**src/rtl/j_uart_pkg.sv**
```systemverilog
// Shared definitions for the Jerry UART schedulers: FSM encoding and default sizing.
package j_uart_pkg;

    typedef enum logic [1:0] {
        ST_IDLE = 2'd0,
        ST_LOAD = 2'd1,
        ST_ACK  = 2'd2,
        ST_BRK  = 2'd3
    } sched_state_t;

    localparam int DEPTH_DEF  = 4;
    localparam int ACK_TO_DEF = 15;

endpackage

```
**src/rtl/j_txfifo.sv**
```systemverilog
// Byte FIFO for the transmit scheduler: circular buffer with occupancy count.
module j_txfifo #(
    parameter int DEPTH = 4,
    parameter int AW    = 2
) (
    input  logic          clk,
    input  logic          resetl,
    input  logic          push,
    input  logic          pop,
    input  logic [7:0]    din,
    output logic [7:0]    dout,
    output logic [AW:0]   count,
    output logic          full,
    output logic          empty
);

    logic [7:0]    mem [DEPTH];
    logic [AW-1:0] wr_ptr_reg;
    logic [AW-1:0] rd_ptr_reg;
    logic [AW:0]   count_reg;
    logic          push_ok;
    logic          pop_ok;

    assign full    = (count_reg == (AW+1)'(DEPTH));
    assign empty   = (count_reg == '0);
    // A full FIFO refuses a push even when the head is popped in the same cycle.
    assign push_ok = push & ~full;
    assign pop_ok  = pop & ~empty;

    always_ff @(posedge clk) begin
        if (push_ok) begin
            mem[wr_ptr_reg] <= din;
        end
    end

    always_ff @(posedge clk) begin
        if (!resetl) begin
            wr_ptr_reg <= '0;
            rd_ptr_reg <= '0;
            count_reg  <= '0;
        end else begin
            if (push_ok) begin
                wr_ptr_reg <= wr_ptr_reg + 1'b1;
            end
            if (pop_ok) begin
                rd_ptr_reg <= rd_ptr_reg + 1'b1;
            end
            if (push_ok && !pop_ok) begin
                count_reg <= count_reg + 1'b1;
            end else if (!push_ok && pop_ok) begin
                count_reg <= count_reg - 1'b1;
            end
        end
    end

    assign dout  = mem[rd_ptr_reg];
    assign count = count_reg;

endmodule

```
**src/rtl/j_txsched.sv**
```systemverilog
// Transmit scheduler: round-robin arbitration of two byte sources into a FIFO,
// drained into the UART holding register, with break sequencing behind queued data.
module j_txsched
    import j_uart_pkg::*;
#(
    parameter int DEPTH  = DEPTH_DEF,
    parameter int AW     = $clog2(DEPTH_DEF),
    parameter int ACK_TO = ACK_TO_DEF
) (
    input  logic          clk,
    input  logic          resetl,
    input  logic          r0_valid,
    input  logic [7:0]    r0_data,
    output logic          r0_ready,
    input  logic          r1_valid,
    input  logic [7:0]    r1_data,
    output logic          r1_ready,
    input  logic          brk_req,
    input  logic          tbe,
    output logic [7:0]    tdout,
    output logic          u2dwr,
    output logic          txbrk,
    output logic [AW:0]   count,
    output logic          empty,
    output logic          err
);

    localparam int TW = $clog2(ACK_TO + 1);

    sched_state_t  state_reg, state_next;
    logic          prio_reg;
    logic [7:0]    tdout_reg;
    logic          u2dwr_reg;
    logic          txbrk_reg;
    logic          err_reg, err_next;
    logic [TW-1:0] to_cnt_reg, to_cnt_next;

    logic          fifo_full;
    logic          fifo_empty;
    logic [7:0]    fifo_head;
    logic          push;
    logic          pop;
    logic          load;
    logic [7:0]    push_data;

    assign r0_ready  = ~fifo_full & r0_valid & (~r1_valid | ~prio_reg);
    assign r1_ready  = ~fifo_full & r1_valid & (~r0_valid | prio_reg);
    assign push      = r0_ready | r1_ready;
    assign push_data = r0_ready ? r0_data : r1_data;

    j_txfifo #(
        .DEPTH (DEPTH),
        .AW    (AW)
    ) u_fifo (
        .clk    (clk),
        .resetl (resetl),
        .push   (push),
        .pop    (pop),
        .din    (push_data),
        .dout   (fifo_head),
        .count  (count),
        .full   (fifo_full),
        .empty  (fifo_empty)
    );

    always_comb begin
        state_next  = state_reg;
        pop         = 1'b0;
        load        = 1'b0;
        err_next    = err_reg;
        to_cnt_next = to_cnt_reg;
        case (state_reg)
            ST_IDLE: begin
                // Break only starts once every queued byte has been handed over.
                if (brk_req && fifo_empty && tbe) begin
                    state_next = ST_BRK;
                end else if (!fifo_empty && tbe) begin
                    state_next = ST_LOAD;
                    pop        = 1'b1;
                    load       = 1'b1;
                end
            end
            ST_LOAD: begin
                state_next  = ST_ACK;
                to_cnt_next = '0;
            end
            ST_ACK: begin
                if (!tbe) begin
                    state_next = ST_IDLE;
                end else if (to_cnt_reg == TW'(ACK_TO - 1)) begin
                    err_next   = 1'b1;
                    state_next = ST_IDLE;
                end else begin
                    to_cnt_next = to_cnt_reg + 1'b1;
                end
            end
            ST_BRK: begin
                if (!brk_req) begin
                    state_next = ST_IDLE;
                end
            end
            default: state_next = ST_IDLE;
        endcase
    end

    always_ff @(posedge clk) begin
        if (!resetl) begin
            state_reg  <= ST_IDLE;
            prio_reg   <= 1'b0;
            tdout_reg  <= 8'h00;
            u2dwr_reg  <= 1'b0;
            txbrk_reg  <= 1'b0;
            err_reg    <= 1'b0;
            to_cnt_reg <= '0;
        end else begin
            state_reg <= state_next;
            if (r0_valid && r1_valid && push) begin
                prio_reg <= ~prio_reg;
            end
            if (load) begin
                tdout_reg <= fifo_head;
            end
            // Strobe and break are decoded from the next state so they leave a flop.
            u2dwr_reg  <= (state_next == ST_LOAD);
            txbrk_reg  <= (state_next == ST_BRK);
            err_reg    <= err_next;
            to_cnt_reg <= to_cnt_next;
        end
    end

    assign tdout = tdout_reg;
    assign u2dwr = u2dwr_reg;
    assign txbrk = txbrk_reg;
    assign empty = fifo_empty;
    assign err   = err_reg;

endmodule

```
**config.mk**
```make
export PLATFORM = sky130hd
export DESIGN_NAME = j_txsched
export DESIGN_NICKNAME = d
export VERILOG_FILES = /design/src/rtl/j_uart_pkg.sv /design/src/rtl/j_txfifo.sv /design/src/rtl/j_txsched.sv
export SDC_FILE = /design/constraint.sdc
export NUM_CORES = 1
export LEC_CHECK = 0
export BUFFER_PORTS_ARGS = -buffer_cell sky130_fd_sc_hd__buf_2
export CAP_MARGIN = 20
export CORE_MARGIN = 4
export CORE_UTILIZATION = 45
export CTS_CLUSTER_SIZE = 25
export DETAILED_ROUTE_END_ITERATION = 8
export PLACE_DENSITY = 0.68
export SYNTH_ARGS = -nofsm -noshare
export SYNTH_HDL_FRONTEND = slang
export SYNTH_SLANG_ARGS = --single-unit
```
**constraint.sdc**
```tcl
create_clock -name clk -period 2.25 [get_ports clk]
set_input_delay 0.5625 -clock clk [delete_from_list [all_inputs] [get_ports clk]]
set_output_delay 0.5625 -clock clk [all_outputs]
set_load 0.05 [all_outputs]
```
==> impl_metrics.env <==
export IMPL_dp_hpwl_um=3130
export IMPL_die_h_um=81.77
export IMPL_grt_pass1_vias=1575
export IMPL_postSynthAreaPerCell_sq_um=13.24
export IMPL_cp_max_fo=9
export IMPL_reg2reg_depth=9
export IMPL_gp_congestion=0.7467
export IMPL_antenna_found_initial=0
export IMPL_min_period_ns=2.072
export IMPL_path_depth=4
export IMPL_r2r_end="u_fifo.count[2]"
export IMPL_cap_violations=0
export IMPL_syn_num_nets=215
export IMPL_grt_max_degree=16
export IMPL_cts_tree="yes"
export IMPL_critPathMaxStageDelay_ns=0.47
export IMPL_die_x_um=81.77
export IMPL_grt_pass1_wl_um=7445
export IMPL_status="finished clean"
export IMPL_numPortBuffers=38
export IMPL_setup_tns_final_ns=0
export IMPL_numCtsBuffers=9
export IMPL_fmax_mhz=482.5
export IMPL_vdd_drop_max_v=0.0006031
export IMPL_cts_root_buffer="clkbuf_8"
export IMPL_cp_slowest_cell="or3b_4"
export IMPL_crit_path_start_kind="flop"
export IMPL_leakagePower_nw=1.172
export IMPL_worstMarginPinSlew_ns=0.6047
export IMPL_end_kind="output pin"
export IMPL_period_share=0.9211
export IMPL_drv_slew=0
export IMPL_cp_arrival_ns=1.51
export IMPL_synth_cell_types=37
export IMPL_first_pass_iters=6
export IMPL_clock_skew_ns=0.008289
export IMPL_drtIter0Drc=48
export IMPL_placed_area_sq_mm=0.002781
export IMPL_routed_via_density=5.071
export IMPL_hold_worst_slack_ns=0.4577
export IMPL_num_antenna_cells=0
export IMPL_synth_seq_cells=57
export IMPL_totalWireLength_um=4437
export IMPL_cts_sinks=57
export IMPL_layout_nets=265
export IMPL_syn_inst=185
export IMPL_fin_area_sq_mm=0.003018
export IMPL_critPathKind="reg -> out"
export IMPL_largest_reg_flops=32
export IMPL_grt_use_total=0.1524
export IMPL_rrSetupSlack_ns=0.27
export IMPL_rsz0062_at_grt="false"
export IMPL_min_path_type="reg -> reg"
export IMPL_cpLargestDelayFamily="simple AND/OR/NAND/NOR gates"
export IMPL_final_hold_viol_count=0
export IMPL_clockBufferDepth=2
export IMPL_num_io_pins=39
export IMPL_maxSlewHeadroom=0.5963
export IMPL_detail_route_antenna_nets=0
export IMPL_h_tree_depth=3
export IMPL_required_ns=1.69
export IMPL_r2r_start="state_reg[1]"
export IMPL_setup_violations_final=0
export IMPL_hold_path_end="tdout[2]"
export IMPL_min_delay_start="tdout[2]"
export IMPL_clock_latency_ns=0.33
export IMPL_hold_depth=2
export IMPL_syn_area_sq_mm=0.002449
export IMPL_dr_total_vias=1572
export IMPL_total_power_mw=3.797
export IMPL_drc=0
export IMPL_grt_overflow_total=0
export IMPL_ys_warn_count=0
export IMPL_avgRoutedWirePerCell_um=14.31
export IMPL_p_per_area_mw_per_mm2=1258
export IMPL_core_region_area_sq_mm=0.005205
export IMPL_placement_rows=26
export IMPL_die_area_sq_mm=0.006686
export IMPL_syn_to_final_growth_pct=23.25
export IMPL_clk_pin_slew_ns=0.07
export IMPL_path_buf_inv=1
export IMPL_initial_utilization=0.4704
export IMPL_path_cells="or3b_4 -> nand2_1 -> a21oi_2 -> buf_2"
export IMPL_drive_above_1_share=0.3625
export IMPL_ys_seq_area_frac=0.5968
==> cell type report <==
cell class,count,area [sq um]
Clock buffer,10,127.6
Fill cell,440,2187
Tap cell,70,87.58
Timing Repair Buffer,45,242.7
Multi-Input combinational cell,112,945.9
Clock inverter,6,106.4
Inverter,10,37.54
Sequential cell,57,1470
==> placed cells by master, fill, tap and decap left out, types with 2 or more instances in the layout <==
cell type,Yosys,layout
dfxtp_1,25,22
buf_2,3,38
inv_1,10,10
mux2i_1,3,3
xor2_1,2,2
mux4_2,8,8
bufinv_16,0,3
buf_4,0,7
o2bb2ai_1,8,8
nand2_1,14,14
a21oi_1,9,8
dfxtp_4,0,2
clkbuf_8,0,9
edfxtp_1,32,32
and3_1,6,6
o211ai_1,3,3
or3_1,4,4
ha_1,7,6
o21ai_0,5,5
nand3b_1,2,2
nand3_1,8,8
a31oi_1,2,2
nor2_1,5,5
mux2_2,8,8
nand4_1,2,2
==> per-layer routing <==
| metal | track usage | vias to the layer above | share of wire |
|---|---|---|---|
| met1 | 0.1991 | 741 | 0.47 |
| met2 | 0.2286 | 32 | 0.48 |
| met3 | 0.06469 | 2 | 0.046 |
| met5 | 0 | - | 0 |
| met4 | 0.04983 | 0 | 0.0023 |
| li1 | - | 797 | - |
==> Yosys cell counts, drive strengths merged <==
master / instances / area share
o21ai: 5 / 0.010
or2: 1 / 0.0026
o41ai: 1 / 0.0036
and3b: 1 / 0.0036
or3b: 2 / 0.0072
inv: 10 / 0.015
o21a: 1 / 0.0031
nand2: 14 / 0.021
or3: 4 / 0.010
nand2b: 1 / 0.0026
o211ai: 3 / 0.0092
xor2: 2 / 0.0072
dfxtp: 25 / 0.20
and3: 6 / 0.015
a21oi: 9 / 0.018
o2bb2ai: 8 / 0.029
buf: 4 / 0.0077
a21boi: 1 / 0.0031
mux2i: 3 / 0.012
a31oi: 2 / 0.0051
nand3b: 2 / 0.0061
mux4: 8 / 0.074
mux2: 8 / 0.037
nor3b: 1 / 0.0031
fa: 1 / 0.0082
nor2: 6 / 0.010
edfxtp: 32 / 0.39
nand3: 9 / 0.020
ha: 7 / 0.036
nor3: 2 / 0.0082
o31ai: 1 / 0.0031
clkbuf: 2 / 0.0031
nand4: 2 / 0.0051
or4: 1 / 0.0031
==> where the power goes <==
part	leakage [nW]	switching, mW	total [mW]	internal [mW]
logic	0.556	0.731	1.18	0.448
registers	0.502	0.151	1.50	1.35
clock network	0.114	0.383	1.11	0.730
total	1.17	1.27	3.80	2.53
==> tightest hold or removal path, delay by kind of cell (launching register included) <==
kind,cells,cell delay (ns)
compound gates,1,0.06
flops,1,0.31
simple gates,1,0.05
==> stage by stage <==
stage / utilization / setup WS [ns] / instances
2_1_floorplan: - / -0.1594 / 185
3_3_place_gp: 0.5344 / 0.04377 / 294
3_5_place_dp: 0.5344 / 0.01245 / 294
4_1_cts: 0.5793 / 0.05093 / 310
5_1_grt: 0.5798 / 0.1024 / 310
6_report: 0.5798 / 0.1776 / 310
==> worst max path at each step <==
stage,from,to,slack (ns)
3_3_place_gp,tbe,u_fifo.count[2],0.04
4_1_cts,u_fifo.count[0],r1_ready,0.05
2_1_floorplan,u_fifo.count[2],u_fifo.count[2],-0.16
6_report,u_fifo.count[0],r1_ready,0.18
3_5_place_dp,tbe,u_fifo.count[2],0.01
5_1_grt,u_fifo.count[2],r1_ready,0.10
==> timing repair <==
action                                  4_1_cts  5_1_grt
endpoints found under the setup margin        0        2
hold buffers                                  0        0
setup buffers                                 0        0
resized for setup                             0        1
==> logic make-up after synthesis <==
kind of cell | share of synthesized area
AOI/OAI and AO/OA | 0.08431
xor gates and xnor gates | 0.007155
adders and majority gates | 0.04394
buffers and inverters | 0.02606
DFF | 0.5968
muxes | 0.1226
and+or+nand+nor | 0.1191
No activity file was read; power rests on OpenSTA's default activity.
